$ cat config.mk
export PLATFORM = sky130hd
export DESIGN_NAME = process_scheduler
export DESIGN_NICKNAME = d
export VERILOG_FILES = /design/src/rtl/sched_pkg.sv /design/src/rtl/rr_picker.sv /design/src/rtl/process_scheduler.sv
export SDC_FILE = /design/constraint.sdc
export NUM_CORES = 1
export LEC_CHECK = 0
export CAP_MARGIN = 20
export CORE_ASPECT_RATIO = 0.9
export CORE_MARGIN = 2
export CORE_UTILIZATION = 49
export CTS_CLUSTER_DIAMETER = 50
export DETAILED_ROUTE_END_ITERATION = 12
export MAX_ROUTING_LAYER = met4
export PLACE_DENSITY = 0.8
export SLEW_MARGIN = 40
export SYNTH_ARGS = -nofsm -noshare
export SYNTH_HDL_FRONTEND = slang
export SYNTH_SLANG_ARGS = --single-unit
$ cat constraint.sdc
create_clock -name clock -period 1.9 [get_ports clock]
set_input_delay 0.19 -clock clock [delete_from_list [all_inputs] [get_ports clock]]
set_output_delay 0.19 -clock clock [all_outputs]
set_load 0.01 [all_outputs]
$ cat src/rtl/sched_pkg.sv
// Shared definitions for the process scheduler: FSM encoding, default
// parameter values and a small sizing helper.
package sched_pkg;

  typedef enum logic [1:0] {
    ST_RUN  = 2'd0,
    ST_SAVE = 2'd1,
    ST_LOAD = 2'd2,
    ST_IDLE = 2'd3
  } sched_state_e;

  localparam int DEFAULT_DATA_WIDTH = 32;
  localparam int DEFAULT_TRACKS     = 2;
  localparam int DEFAULT_QUANTUM    = 16;
  localparam int DEFAULT_PC_STRIDE  = 256;

  // Width of an internal process index (at least one bit).
  function automatic int id_width(input int tracks);
    return (tracks > 1) ? $clog2(tracks) : 1;
  endfunction

endpackage

$ cat src/rtl/rr_picker.sv
// Round-robin next-process search. Candidates are current+1, current+2, ...
// wrapping modulo TRACKS, with current itself tried last. The nearest
// non-halted candidate wins; found=0 when every process is halted.
module rr_picker #(
  parameter int TRACKS = 2,
  parameter int ID_W   = 1
) (
  input  logic [TRACKS-1:0] halted,
  input  logic [ID_W-1:0]   current,
  output logic [ID_W-1:0]   next_id,
  output logic              found
);

  logic [ID_W-1:0] cand [TRACKS];

  genvar gi;
  generate
    for (gi = 0; gi < TRACKS; gi++) begin : g_cand
      localparam int OFFSET = gi + 1;
      assign cand[gi] = ID_W'((int'(current) + OFFSET) % TRACKS);
    end
  endgenerate

  // Scan from farthest to nearest so the nearest free candidate overrides.
  always_comb begin
    next_id = current;
    found   = 1'b0;
    for (int k = TRACKS - 1; k >= 0; k--) begin
      if (!halted[cand[k]]) begin
        next_id = cand[k];
        found   = 1'b1;
      end
    end
  end

endmodule

$ cat src/rtl/process_scheduler.sv
// Time-slicing scheduler for a multi-context core. Runs one process for a
// quantum of retired instructions (or until it halts), then spends one cycle
// saving its PC and one cycle picking and loading the next process.
module process_scheduler
  import sched_pkg::*;
#(
  parameter int DATA_WIDTH = DEFAULT_DATA_WIDTH,
  parameter int TRACKS     = DEFAULT_TRACKS,
  parameter int QUANTUM    = DEFAULT_QUANTUM,
  parameter int PC_STRIDE  = DEFAULT_PC_STRIDE
) (
  input  logic                  clock,
  input  logic                  reset_n,
  input  logic                  enable,
  input  logic                  instr_retired,
  input  logic                  halt_req,
  input  logic                  restart,
  input  logic [DATA_WIDTH-1:0] pc_in,
  output logic [DATA_WIDTH-1:0] pId,
  output logic [DATA_WIDTH-1:0] writepId,
  output logic [DATA_WIDTH-1:0] pc_out,
  output logic                  pc_load,
  output logic                  stall,
  output logic                  all_halted
);

  localparam int         ID_W  = id_width(TRACKS);
  localparam logic [7:0] QLAST = 8'(QUANTUM - 1);

  sched_state_e          state_reg;
  logic [ID_W-1:0]       pid_reg;
  logic [DATA_WIDTH-1:0] pc_out_reg;
  logic                  pc_load_reg;
  logic [7:0]            qcount_reg;
  logic                  halt_pend_reg;

  logic [DATA_WIDTH-1:0] pc_table [TRACKS];
  logic [TRACKS-1:0]     halted;

  logic [ID_W-1:0]       pick_id;
  logic                  pick_found;

  rr_picker #(
    .TRACKS (TRACKS),
    .ID_W   (ID_W)
  ) u_picker (
    .halted  (halted),
    .current (pid_reg),
    .next_id (pick_id),
    .found   (pick_found)
  );

  genvar gi;
  generate
    for (gi = 0; gi < TRACKS; gi++) begin : g_track
      localparam logic [DATA_WIDTH-1:0] RESET_PC = DATA_WIDTH'(gi * PC_STRIDE);
      logic [DATA_WIDTH-1:0] entry_reg;
      logic                  halted_reg;
      logic                  sel;

      assign sel          = (pid_reg == ID_W'(gi));
      assign pc_table[gi] = entry_reg;
      assign halted[gi]   = halted_reg;

      // Per-process saved PC and halted flag; written only in SAVE, flags cleared by restart in IDLE.
      always_ff @(posedge clock or negedge reset_n) begin
        if (!reset_n) begin
          entry_reg  <= RESET_PC;
          halted_reg <= 1'b0;
        end else if (enable) begin
          if (state_reg == ST_SAVE && sel) begin
            entry_reg <= pc_in;
            if (halt_pend_reg) halted_reg <= 1'b1;
          end else if (state_reg == ST_IDLE && restart) begin
            halted_reg <= 1'b0;
          end
        end
      end
    end
  endgenerate

  // Scheduler FSM with registered process id, PC and load pulse.
  always_ff @(posedge clock or negedge reset_n) begin
    if (!reset_n) begin
      state_reg     <= ST_RUN;
      pid_reg       <= '0;
      pc_out_reg    <= '0;
      pc_load_reg   <= 1'b0;
      qcount_reg    <= 8'd0;
      halt_pend_reg <= 1'b0;
    end else if (!enable) begin
      pc_load_reg <= 1'b0;
    end else begin
      pc_load_reg <= 1'b0;
      case (state_reg)
        ST_RUN: begin
          if (instr_retired) begin
            // Halt wins over expiry: halt_pend records why the slice ended.
            if (halt_req || qcount_reg == QLAST) begin
              halt_pend_reg <= halt_req;
              state_reg     <= ST_SAVE;
            end else begin
              qcount_reg <= qcount_reg + 8'd1;
            end
          end
        end
        ST_SAVE: begin
          qcount_reg <= 8'd0;
          state_reg  <= ST_LOAD;
        end
        ST_LOAD: begin
          halt_pend_reg <= 1'b0;
          if (pick_found) begin
            pid_reg     <= pick_id;
            pc_out_reg  <= pc_table[pick_id];
            pc_load_reg <= 1'b1;
            state_reg   <= ST_RUN;
          end else begin
            state_reg <= ST_IDLE;
          end
        end
        ST_IDLE: begin
          if (restart) begin
            pid_reg     <= '0;
            pc_out_reg  <= pc_table[0];
            pc_load_reg <= 1'b1;
            state_reg   <= ST_RUN;
          end
        end
        default: state_reg <= ST_RUN;
      endcase
    end
  end

  assign pId        = DATA_WIDTH'(pid_reg);
  assign writepId   = DATA_WIDTH'(pid_reg);
  assign pc_out     = pc_out_reg;
  assign pc_load    = pc_load_reg & enable;
  assign stall      = (state_reg != ST_RUN);
  assign all_halted = (state_reg == ST_IDLE);

endmodule

==> results of run 1 <==
==> cell families (layout without fill, tap and decap cells) <==
family	after synthesis	in the layout	share of synthesized area [%]
compound gates	66	66	7.37
xor+xnor	1	1	0.167
fa+ha+maj	1	1	0.238
flops	111	111	53.0
mux	96	96	19.8
simple gates	73	73	6.87
other cells	1	62	0.0715
buf+inv	87	110	12.5
==> power by group through the flow <==
stage,Combinational [mW],Sequential [mW],Clock [mW]
2_1_floorplan,2.10,4.04,0
3_3_place_gp,3.04,3.98,0
3_5_place_dp,3.15,4.07,0
4_1_cts,3.16,4.02,1.88
5_1_grt,3.43,4.16,1.97
6_report,3.11,4.02,1.84
==> worst max-delay path, stage by stage, from the launching register on <==
cell,delay (ns)
dfrtp_1,0.41
buf_4,0.19
and2_4,0.18
clkdlybuf4s50_1,0.53
==> cells in the final DEF (no fill, tap or decap), types with 2 or more instances in the layout <==
cell	n
a21oi_1	8
a22oi_1	2
buf_12	5
buf_4	12
clkbuf_16	9
clkdlybuf4s50_1	73
clkinv_2	2
conb_1	62
dfrtp_1	110
inv_1	3
inv_6	3
mux2_1	4
mux2_2	60
mux2i_1	32
nand2_1	40
nand2b_1	2
nand3_1	5
nand4_1	2
nor2_1	7
nor2b_1	2
nor3_1	2
o21ai_0	15
o21ai_1	29
==> area by class of cell <==
cell class | count | area (µm²)
Clock buffer | 10 | 239
Clock inverter | 6 | 52.6
Fill cell | 815 | 4100
Inverter | 3 | 11.3
Multi-Input combinational cell | 299 | 2060
Sequential cell | 111 | 2780
Tap cell | 129 | 161
Timing Repair Buffer | 91 | 931
==> metrics by stage <==
| stage | area (µm²) | std cells |
|---|---|---|
| final | 6230 | 649 |
| after global placement | 5930 | 632 |
| after CTS | 6230 | 649 |
| after global routing | 6230 | 649 |
| after floorplan | 5480 | 497 |
| after detailed placement | 5930 | 632 |
==> repair_timing <==
action | 4_1_cts | 5_1_grt
resized for setup | 0 | 0
hold buffers | 1 | 0
hold endpoints to repair | 31 | 0
setup buffers | 0 | 0
==> how the worst max path moves through the flow <==
stage / start / end / slack, ns / depth (start not counted)
2_1_floorplan: state_reg[1]$_DFFE_PN0P_ / g_track[0].entry_reg[10]$_DFFE_PN0P_ / 0.37 / 6
3_3_place_gp: enable / qcount_reg[3]$_DFFE_PN0P_ / 0.08 / 6
3_5_place_dp: enable / qcount_reg[3]$_DFFE_PN0P_ / 0.02 / 6
4_1_cts: state_reg[1]$_DFFE_PN0P_ / all_halted / 0.04 / 3
5_1_grt: state_reg[1]$_DFFE_PN0P_ / all_halted / 0.007 / 3
6_report: state_reg[1]$_DFFE_PN0P_ / all_halted / 0.05 / 3
==> metal layers <==
metal | routed length (µm) | track usage (%)
met2 | 4700 | 29.6
met1 | 4200 | 23.2
met3 | 603 | 3.44
met5 | 0 | -
met4 | 125 | 6.57
==> summary.md, run 1 <==
| Metric | Value |
|---|---|
| Row count | 35 |
| Syn-to-layout area delta | 18.8% |
| Relative slew slack | 63.5% |
| Final Hold Fails | 0 |
| Comb pwr share | 34.7% |
| Max cap viols | 0 |
| Worst Tran Pin Value | 0.544 ns |
| #FFs+latches synth | 111 |
| Vias in the first global route | 3248 |
| Util after Layout | 60.3% |
| Wirelength per Cell | 14.8 µm |
| Worst-Skew Late Latency | 0.35 ns |
| TritonCTS clock tree | yes |
| Setup WS post-layout | 0.0537 ns |
| FFs w/ async S/R, synth | 100% |
| Mapped cell area | 5250 µm² |
| Sequential Power Share | 44.8% |
| Failing checks | design-rule violations |
| Fin. max-slew vios | 0 |
| R2R Setup Slk | 0.18 ns |
| Final min period | 1.85 ns |
| Post-DP HPWL | 6720 µm |
| Yosys top cell area share | 52.5% |
| Sequential share of the synthesized area | 53.0% |
| Diodes inserted | 0 |
| Gate Count Post-Synth | 436 |
| Status | finished with violations |
| Die area | 11600 µm² |
| Total Power | 8.97 mW |
| Leak | 2.81 nW |
| Largest net degree at the start of global routing | 68 |
| Final Skew | 0.0102 ns |
| Synth top area cells | dfrtp_1 (52%), mux2_2 (13%), buf_4 (10%) |
| Initial Util | 50.8% |
| Post-route antenna net violation count | 0 |
| R2r endpoint | qcount_reg[7]$_DFFE_PN0P_ |
| Power Density | 1440 nW/µm² |
| Nets | 554 |
| Netlist cell types | 49 |
| Final-report setup violation count | 0 |
| Max Freq | 542 MHz |
| Clock transition at path regs | 0.08 ns |
| CTS root buffer | clkbuf_16 |
| CP Max Fanout | 7 |
| Ranking of synthesized cells by instance count | dfrtp_1 (110), buf_4 (70), mux2_2 (60) |
| Total wire length | 9630 µm |
| Sink Count | 111 |
| Crit path DAT | 1.66 ns |
| Crit path kind | reg -> out |
| Total CTS buffers | 9 |
| Setup TNS | 0 ns |
| Crit path required time | 1.71 ns |
| Ys Warns | 0 |
| Die Ht | 102 µm |
| R2R depth | 6 |
| Total GRT Usage | 18.2% |
| Most common cell in the synthesized netlist | dfrtp_1 |
| Gr ovfl total | 0 |
| Crit start category | register |
| Clock Path Buffers | 2 |
| Number of synthesized flops with an enable pin | 0 |
| Core Region | 10300 µm² |
| Final hold slack | 0.318 ns |
| TritonRoute pass-1 iters | 8 |
| Clock power frac | 20.5% |
| DP Worst Slack | 0.0202 ns |
| Area leader, netlist | dfrtp_1 |
| Switch Pwr | 2.83 mW |
| Horiz. Die Dim | 113 µm |
| Share of cells above drive strength 1 | 20.2% |
| Post-Syn Area per Cell | 12.0 µm² |
| Worst hold-check path type | in -> async |
| Number of flip-flops in the largest register | 64 |
| Post-route DRC | 16 |
| CTS H-tree lvls | 3 |
| Ports | 137 |
| Fin crit share | 97.2% |
| PortBufs | 74 |
| Routed vias | 3262 |
| Worst vdd ir | 712 µV |
| Primary FF master, synth | dfrtp_1 |
| Via density | 5.03 |
| Pint | 6.14 mW |
| Crit path capture type | output pin |
| Initial antenna violation count | 0 |
| RSZ-0062 raised after global routing | false |
| RR Startpoint | qcount_reg[0]$_DFFE_PN0P_ |
| First-pass GRT wire length | 16100 µm |
| 1st-iter DRT viols | 156 |
| Switching portion of total power | 31.5% |
| Routability cong. | 0.899 |
Power figures use the tool's default switching activity.
==> run 2: changes to the inputs <==
Settings changed: CORE_MARGIN 2 to not set.
==> summary.md, run 2 (synthesis results as in run 1) <==
| Metric | Value |
|---|---|
| Status | finished with violations (unchanged) |
| Failing checks | design-rule violations (unchanged) |
| Crit path required time | 1.71 ns (about the same) |
| TritonCTS clock tree | yes (unchanged) |
| Clock transition at path regs | 0.07 ns (was 0.08 ns) |
| Highest-count cells in the layout ignoring fill and taps | dfrtp_1 (110), clkdlybuf4s50_1 (73), conb_1 (62), mux2_2 (60), nand2_1 (40) (unchanged) |
| CP Max Fanout | 7 (unchanged) |
| Crit start category | register (unchanged) |
| Fin cells | 648 (was 649) |
| Clock Path Buffers | 2 (unchanged) |
| Worst-Skew Late Latency | 0.34 ns (was 0.35 ns) |
| PortBufs | 74 (unchanged) |
| Die Ht | 100 µm (was 102 µm) |
| Final Skew | 0.00901 ns (was 0.0102 ns) |
| Wirelength per Cell | 14.5 µm (was 14.8 µm) |
| TritonRoute pass-1 iters | 9 (was 8) |
| Crit path capture type | output pin (unchanged) |
| Via density | 5.01 (was 5.03) |
| RR Startpoint | qcount_reg[0]$_DFFE_PN0P_ (unchanged) |
| Crit path kind | reg -> out (unchanged) |
| Cells after DPL | 631 (was 632) |
| Diodes inserted | 0 (unchanged) |
| Critical Path Start | state_reg[1]$_DFFE_PN0P_ (unchanged) |
| 1st-iter DRT viols | 134 (was 156) |
| Final-report setup violation count | 0 (unchanged) |
| Leak | 2.82 nW (was 2.81 nW) |
| Fin. max-slew vios | 0 (unchanged) |
| Initial antenna violation count | 0 (unchanged) |
| Max Freq | 551 MHz (was 542 MHz) |
| Post-CTS sizing | 0 (unchanged) |
| Nets | 553 (was 554) |
| Horiz. Die Dim | 111 µm (was 113 µm) |
| Routability cong. | 0.822 (was 0.899) |
| Post-route antenna net violation count | 0 (unchanged) |
| Syn-to-layout area delta | 19.5% (was 18.8%) |
| Final Hold Fails | 0 (unchanged) |
| Die area | 11100 µm² (was 11600 µm²) |
| Setup TNS | 0 ns (unchanged) |
| CTS H-tree lvls | 3 (unchanged) |
| Post-route DRC | 34 (was 16) |
| Sink Count | 111 (unchanged) |
| Total wire length | 9380 µm (was 9630 µm) |
| Final min period | 1.81 ns (was 1.85 ns) |
| Leading cell type in the layout, fill and taps excluded | dfrtp_1 (unchanged) |
| Crit path DAT | 1.62 ns (was 1.66 ns) |
| Number of flip-flops in the largest register | 64 (unchanged) |
| Worst Tran Pin Value | 0.535 ns (was 0.544 ns) |
| Worst vdd ir | 730 µV (was 712 µV) |
| Power Density | 1450 nW/µm² (was 1440 nW/µm²) |
| Post-DP HPWL | 6520 µm (was 6720 µm) |
| RSZ-0062 raised after global routing | false (unchanged) |
| Initial Util | 50.8% (unchanged) |
| Routed vias | 3245 (was 3262) |
| Row count | 35 (unchanged) |
| Gr ovfl total | 0 (unchanged) |
| Core Region | 10300 µm² (unchanged) |
| CTS root buffer | clkbuf_16 (unchanged) |
| Total CTS buffers | 9 (unchanged) |
| Worst hold-check path type | in -> async (unchanged) |
| Setup bufs post-CTS | 0 (unchanged) |
| Share of cells above drive strength 1 | 19.8% (was 20.2%) |
| Ports | 137 (unchanged) |
| Max cap viols | 0 (unchanged) |
| Fin crit share | 95.5% (was 97.2%) |
| Total GRT Usage | 18.2% (about the same) |
| Hold-fix buffers, CTS | 1 (unchanged) |
| Largest net degree at the start of global routing | 56 (was 68) |
| Relative slew slack | 64.2% (was 63.5%) |
| Vias in the first global route | 3237 (was 3248) |
| First-pass GRT wire length | 15500 µm (was 16100 µm) |
## run 2: path summary, 6_finish.rpt
check	endpoint	slack, ns	cells past startpoint
max	all_halted	0.09	3
min	g_track[1].entry_reg[24]$_DFFE_PN0P_	0.33	2
max reg2reg	qcount_reg[7]$_DFFE_PN0P_	0.24	6
min reg2reg	pc_out[9]$_DFFE_PN0P_	0.48	2
max in group asynchronous	pc_out[15]$_DFFE_PN0P_	0.87	3
min in group clock	pc_out[9]$_DFFE_PN0P_	0.48	2
## run 2: final cells by class
class,instances,area [µm²]
clock buffers,11,243
flip-flops and latches,111,2780
repair buffers,90,948
fillers,857,4070
well taps,129,161
inverters,3,11.3
clock inverters,5,63.8
multi-input cells,299,2060
## run 2: critical path, stage by stage (launching register included)
cell and delay [ns]:
dfrtp_1 0.41, buf_4 0.18, and2_4 0.17, clkdlybuf4s50_1 0.53
## run 2: where the power goes
part / switching, mW / total (mW) / internal [mW] / leakage (nW)
Sequential: 0.592 / 4.00 / 3.41 / 1.39
Clock: 0.829 / 1.90 / 1.07 / 0.152
Combinational: 1.33 / 3.15 / 1.82 / 1.28
## run 2: stage by stage
step	hold WS [ns]	worst slack, ns	total power, mW	area (µm²)	util [%]
2_1_floorplan	-0.106	0.369	6.14	5480	-
5_1_grt	0.371	0.00454	9.65	6270	60.6
3_5_place_dp	0.163	0.0975	7.24	5950	57.6
4_1_cts	0.335	0.0526	9.20	6270	60.6
3_3_place_gp	0.162	0.146	7.06	5950	57.6
6_report	0.334	0.0855	9.06	6270	60.6
## run 2: routing by layer
layer / vias to the layer above / wire length, µm / track usage (%)
li1: 1530 / - / -
met1: 1582 / 4080 / 21.8
met2: 126 / 4670 / 31.3
met3: 7 / 543 / 4.29
met4: 0 / 82 / 4.99
met5: - / 0 / -
==> run 3: changes to the inputs <==
Settings changed: PLACE_DENSITY 0.8 to not set, PLACE_DENSITY_LB_ADDON set to 0.1.
==> summary.md, run 3 (synthesis results as in run 1) <==
| Metric | Value |
|---|---|
| Status | finished with violations (unchanged) |
| Failing checks | design-rule violations (unchanged) |
| Worst Tran Pin Value | 0.516 ns (was 0.535 ns) |
| DP Worst Slack | 0.129 ns (was 0.0975 ns) |
| Final-report setup violation count | 0 (unchanged) |
| Routability cong. | 0.793 (was 0.822) |
| Fin crit share | 92.5% (was 95.5%) |
| Crit path required time | 1.71 ns (about the same) |
| Leading cell type in the layout, fill and taps excluded | dfrtp_1 (unchanged) |
| Crit path capture type | output pin (unchanged) |
| Area of the multi-input gates | 2060 µm² (unchanged) |
| 1st-iter DRT viols | 117 (was 134) |
| Final Skew | 0.00788 ns (was 0.00901 ns) |
| Sink Count | 111 (unchanged) |
| Total wire length | 9280 µm (was 9380 µm) |
| Post-DP HPWL | 6230 µm (was 6520 µm) |
| Setup WS post-layout | 0.142 ns (was 0.0855 ns) |
| Via density | 5.00 (was 5.01) |
| Util after Layout | 60.4% (was 60.6%) |
| FF+latch area | 2780 µm² (about the same) |
| Diodes inserted | 0 (unchanged) |
| CP bufs+invs | 2 (unchanged) |
| Syn-to-layout area delta | 19.0% (was 19.5%) |
| Worst-Skew Late Latency | 0.34 ns (about the same) |
| Fill cells | 857 (unchanged) |
| CP top delay family | buffers and inverters (unchanged) |
| CP Max Fanout | 8 (was 7) |
| Max Freq | 569 MHz (was 551 MHz) |
| Total CTS buffers | 9 (unchanged) |
| Crit start category | register (unchanged) |
| Final Hold Fails | 0 (unchanged) |
| Share of cells above drive strength 1 | 19.9% (was 19.8%) |
| Core Region | 10300 µm² (unchanged) |
| RSZ-0062 raised after global routing | false (unchanged) |
| CTS H-tree lvls | 3 (unchanged) |
| Post-route DRC | 36 (was 34) |
| TritonRoute pass-1 iters | 9 (unchanged) |
| Row count | 35 (unchanged) |
| CP max stage delay | 0.54 ns (was 0.53 ns) |
| Die Ht | 100 µm (unchanged) |
| Slowest CP cell | clkdlybuf4s50_1 (unchanged) |
| Vias in the first global route | 3208 (was 3237) |
| Worst vdd ir | 959 µV (was 730 µV) |
| Routed vias | 3233 (was 3245) |
| Highest-count cells in the layout ignoring fill and taps | dfrtp_1 (109), clkdlybuf4s50_1 (72), conb_1 (62), mux2_2 (60), nand2_1 (40) (was dfrtp_1 (110), clkdlybuf4s50_1 (73), conb_1 (62), mux2_2 (60), nand2_1 (40)) |
| First-pass GRT wire length | 15800 µm (was 15500 µm) |
| Final min period | 1.76 ns (was 1.81 ns) |
| CTS root buffer | clkbuf_16 (unchanged) |
| Fin. max-slew vios | 0 (unchanged) |
| Total GRT Usage | 18.8% (was 18.2%) |
| Worst hold-check path type | in -> async (unchanged) |
| Initial Util | 50.8% (unchanged) |
| Wirelength per Cell | 14.3 µm (was 14.5 µm) |
| Relative slew slack | 65.5% (was 64.2%) |
| Post-route antenna net violation count | 0 (unchanged) |
| Clock transition at path regs | 0.07 ns (about the same) |
| Leak | 2.81 nW (was 2.82 nW) |
| Largest net degree at the start of global routing | 46 (was 56) |
| Crit path kind | reg -> out (unchanged) |
| Initial antenna violation count | 0 (unchanged) |
| Horiz. Die Dim | 111 µm (unchanged) |
| PortBufs | 74 (unchanged) |
| Final hold slack | 0.296 ns (was 0.334 ns) |
| Ports | 137 (unchanged) |
| TritonCTS clock tree | yes (unchanged) |
| Setup TNS | 0 ns (unchanged) |
| Crit path DAT | 1.57 ns (was 1.62 ns) |
| Clock Path Buffers | 2 (unchanged) |
| Die area | 11100 µm² (unchanged) |
| Power Density | 1440 nW/µm² (was 1450 nW/µm²) |
| Max cap viols | 0 (unchanged) |
| Critical-path cell list | buf_4, and2_4, clkdlybuf4s50_1 (unchanged) |
| Gr ovfl total | 0 (unchanged) |
| Nets | 552 (was 553) |
| Number of flip-flops in the largest register | 64 (unchanged) |
-- run 3: layout make-up --
type | instances | area share, %
clock buffers | 11 | 3.89
clock inverters | 5 | 0.902
inverters | 3 | 0.180
multi-input cells | 299 | 33.0
flip-flops and latches | 111 | 44.5
well taps | 129 | 2.59
repair buffers | 89 | 14.9
-- run 3: power breakdown --
group          internal [mW]  total, mW  switching, mW
clock                   1.06       1.88          0.816
combinational           1.80       3.11           1.31
sequential              3.41       3.99          0.578
-- run 3: routing by layer --
| layer | GRT usage (%) | part of all wire, % | vias to the layer above |
|---|---|---|---|
| met3 | 4.71 | 5.5 | 8 |
| met2 | 31.7 | 50 | 115 |
| li1 | - | - | 1525 |
| met4 | 5.61 | 1.0 | 0 |
| met1 | 22.6 | 43 | 1585 |
| met5 | - | 0 | - |
-- run 3: path summary, 6_finish.rpt --
kind                                                        to  slack (ns)                       from  cells past startpoint
setup / recovery                                    all_halted        0.14   state_reg[1]$_DFFE_PN0P_                      3
hold / removal                          pc_out[27]$_DFFE_PN0P_        0.30                    reset_n                      2
setup reg to reg                     qcount_reg[0]$_DFFE_PN0P_        0.20  qcount_reg[0]$_DFFE_PN0P_                      5
hold reg to reg                          pc_out[9]$_DFFE_PN0P_        0.49      pc_out[9]$_DFFE_PN0P_                      2
max in group asynchronous  g_track[1].entry_reg[8]$_DFFE_PN1P_        1.01                    reset_n                      3
min in group clock         g_track[1].entry_reg[5]$_DFFE_PN0P_        0.46                   pc_in[5]                      2
-- run 3: timing repair --
item / 4_1_cts / 5_1_grt
setup buffers: 2 / 0
endpoints found under the setup margin: 1 / 1
gates resized for setup: 1 / 1
hold endpoints to repair: 23 / 0
hold buffers: 1 / 0
pin swaps: 0 / 0
-- run 3: stage by stage --
| step | cells | total power, mW | cell area, µm² |
|---|---|---|---|
| global placement | 628 | 7.08 | 5920 |
| detailed placement | 628 | 7.18 | 5920 |
| floorplan | 497 | 6.14 | 5480 |
| finish | 647 | 8.98 | 6240 |
| global route | 647 | 9.62 | 6240 |
| CTS | 647 | 9.12 | 6240 |
==> RTL edit 1, RTL diff (config.mk and constraints of run 1) <==
Re-encode `sched_state_e` (4 states) as one-hot, 4 bits wide.
--- a/src/rtl/sched_pkg.sv
+++ b/src/rtl/sched_pkg.sv
@@ -2,11 +2,11 @@
 // parameter values and a small sizing helper.
 package sched_pkg;
 
-  typedef enum logic [1:0] {
-    ST_RUN  = 2'd0,
-    ST_SAVE = 2'd1,
-    ST_LOAD = 2'd2,
-    ST_IDLE = 2'd3
+  typedef enum logic [3:0] {
+    ST_RUN  = 4'b0001,
+    ST_SAVE = 4'b0010,
+    ST_LOAD = 4'b0100,
+    ST_IDLE = 4'b1000
   } sched_state_e;
 
   localparam int DEFAULT_DATA_WIDTH = 32;
Check against the original RTL: no difference found for any inputs over 4 cycles, from zero or initial values and one cycle with reset_n low; so few cycles prove little.
==> RTL edit 1 against run 1 <==
The run ends with negative setup slack left. First-iteration DRC count shrank 32%. Sequential cell count grew 2. Design area grew 9.9%. Die area grew 2.0%. Wire length grew 6.1%. Area after synthesis grew 2.1%. Total power grew 7.7%. Sequential power shrank 8.7%. Setup slack lost 110 ps. Largest power group unchanged.
==> RTL edit 1: results (changes against run 1) <==
status complete, but fails checks; failing checks negative setup slack; GRT met2 Usage 30.9% (+1.3 points); CTS resizes 18 (+18); #MultiIn Comb 262 (-12%); Crit path max-delay family multiplexers; inverters 4 (+1); sequential share of the synthesized area 52.8% (-0.13 points); Non-clock buffer share 14.3% (-0.63 points); share of layout cells above drive strength 1 39.0% (+19 points); later-pin clock latency in the skew report 410 ps (+60 ps); met3 Use GR 5.36% (+1.9 points); Hold Path Class primary input to asynchronous set/reset pin; Tot Pwr 0.00966 W (+7.7%); routability cong. 0.785 (-13%); HPWL after DPL 6700 um (-0.22%); Sw Pwr 0.00271 W (-4.2%); sequential group power 0.00367 W (-8.7%); worst setup path startpoint state_reg[0]$_DFFE_PN1P_; Fillers 773 (-5.2%); max incr delay on CP 550 ps (+20 ps); first drt pass iteration count 4 (-4); kind of critical path flop to flop; met1 Track Usage GR 23.4% (+0.21 points); crit path setup slack, layout -60.2 ps (-114 ps); Tot GR Track Use 19.0% (+0.80 points); Max IR drop VDD 0.706 mV (-0.90%); P_leak 3.46 nW (+23%); first-pass GRT wire length 16600 um (+3.1%); drt first-iter violations 106 (-32%); Setup Skew 14.6 ps (+4.36 ps); WL met3 483 um (-20%); post-synthesis cell type count 38 (-22%); vias per inst 5.05 (+0.51%); Rel. slew slack 63.6% (about the same); setup violators final 32 (+32); vias in the first global route 3318 (+2.2%); fraction of area in multi-input gates 33.2% (+0.14 points); Fin Setup TNS -832 ps (-832 ps); H-Tree Depth 4 (+1); clock-pin slew on the worst setup and hold paths 60 ps (-20 ps); M1 WL 4470 um (+6.5%); CP max FO 17 (+10); nonclk buf count 95 (+4.4%)
-- RTL edit 1: cell count changes in the layout (fill, tap and decap cells not counted), sizes merged, moves of 5 or more --
cell	change
o21ai	-41
nand2	-26
clkbuf	+7
a21oi	-6
mux2	+66
buf	+5
mux2i	-28
-- RTL edit 1: cell families after synthesis --
family / count (synthesis) / synth area share [%]
other: 1 / 0.0700
muxes: 134 / 28.4
and+or+nand+nor: 44 / 4.53
DFF: 113 / 52.8
buffers and inverters: 84 / 11.0
AOI/OAI and AO/OA: 21 / 2.99
adders and majority gates: 1 / 0.234
-- RTL edit 1: through the flow --
step / instance area, um^2 / utilization [%] / cells / hold slack (ps)
floorplan: 5620 / - / 459 / -106
global placement: 6200 / 57.8 / 606 / 212
detailed placement: 6200 / 57.8 / 606 / 211
CTS: 6840 / 63.8 / 638 / 318
global route: 6850 / 63.9 / 638 / 352
finish: 6850 / 63.9 / 638 / 297
==> RTL edit 2, RTL diff (config.mk and constraints of run 1) <==
Without the edit above. Change the package constant `DEFAULT_DATA_WIDTH` from 32 to 40.
--- a/src/rtl/sched_pkg.sv
+++ b/src/rtl/sched_pkg.sv
@@ -9,7 +9,7 @@
     ST_IDLE = 2'd3
   } sched_state_e;
 
-  localparam int DEFAULT_DATA_WIDTH = 32;
+  localparam int DEFAULT_DATA_WIDTH = 40;
   localparam int DEFAULT_TRACKS     = 2;
   localparam int DEFAULT_QUANTUM    = 16;
   localparam int DEFAULT_PC_STRIDE  = 256;
Ports: changed (resized pId, pc_in, pc_out and writepId); port bits go from 137 to 169. No check against the original RTL was run, so the function may have changed too.
==> RTL edit 2 against run 1 <==
Total power is 45% higher. Clock skew is 2.5 ps lower. Critical path depth stayed put. Setup slack better by 27 ps. Wire length is 27% higher. Register-to-register slack better by 40 ps. Area after synthesis is 24% higher. Critical path type unchanged. Largest power group unchanged. Count of clock-buffer cells in the layout is 8 higher. Die area is 23% higher. Design area is 27% higher. Sequential cell count is 24 higher.
==> RTL edit 2: results (changes against run 1) <==
status finished clean; P_leak 3.69 nW (+31%); worst setup path startpoint state_reg[0]$_DFFE_PN0P_; CP max FO 11 (+4); Fillers 986 (+21%); Place WS 58.9 ps (+38.7 ps); met3 Use GR 6.14% (+2.7 points); top post-synthesis cells by area dfrtp_1, buf_4, mux2_4, mux2i_1, mux2_2; switching part of the total 30.6% (-0.89 points); routability cong. 0.808 (-10%); Tot GR Track Use 18.3% (+0.047 points); arrival time at the worst endpoint 1630 ps (-30 ps); synth cell count leaders dfrtp_1, buf_4, nand2_1; Max IR drop VDD 1.20 mV (+68%); pwr/cell area 1640 nW/um^2 (+14%); CTS Buf Count 17 (+8); drt first-iter violations 256 (+64%); clock-pin slew on the worst setup and hold paths 60 ps (-20 ps); Port Buffer Count 90 (+22%); sequential group power 0.00495 W (+23%); H-Tree Depth 4 (+1); placed insts 764 (+21%); WL met3 963 um (+60%); HPWL after DPL 7910 um (+18%); post-synthesis cell type count 47 (-4.1%); layout net count 667 (+20%); vias per inst 4.99 (-0.75%)
[RTL edit 2: cell types whose count changed after synthesis, sizes merged, moves of 2 or more]
cell,before,now
clkbuf,3,8
o21ai,44,52
nand2,40,52
mux2,64,80
nor2,8,6
buf,81,97
dfrtp,110,134
mux2i,32,40
o211ai,2,0
[RTL edit 2: cell type report]
type | instances | area share (%)
flip-flops and latches | 135 | 42.6
multi-input cells | 359 | 33.1
repair buffers | 103 | 13.8
clock buffers | 18 | 5.41
well taps | 164 | 2.59
clock inverters | 13 | 2.29
inverters | 4 | 0.189
[RTL edit 2: worst reg2reg max path, cell delays in order, from the launching register on]
cell and delay, ps:
dfrtp_1 500, or2_0 290, a21o_2 240, buf_12 220, mux2i_1 230, o21ai_1 80
[RTL edit 2: cells by family after synthesis]
kind of cell	count (synthesis)	synth area share (%)
flops	135	51.8
mux	120	22.2
buf+inv	109	12.5
simple gates	85	6.50
compound gates	73	6.41
xor+xnor	2	0.269
fa+ha+maj	1	0.192
other cells	1	0.0575
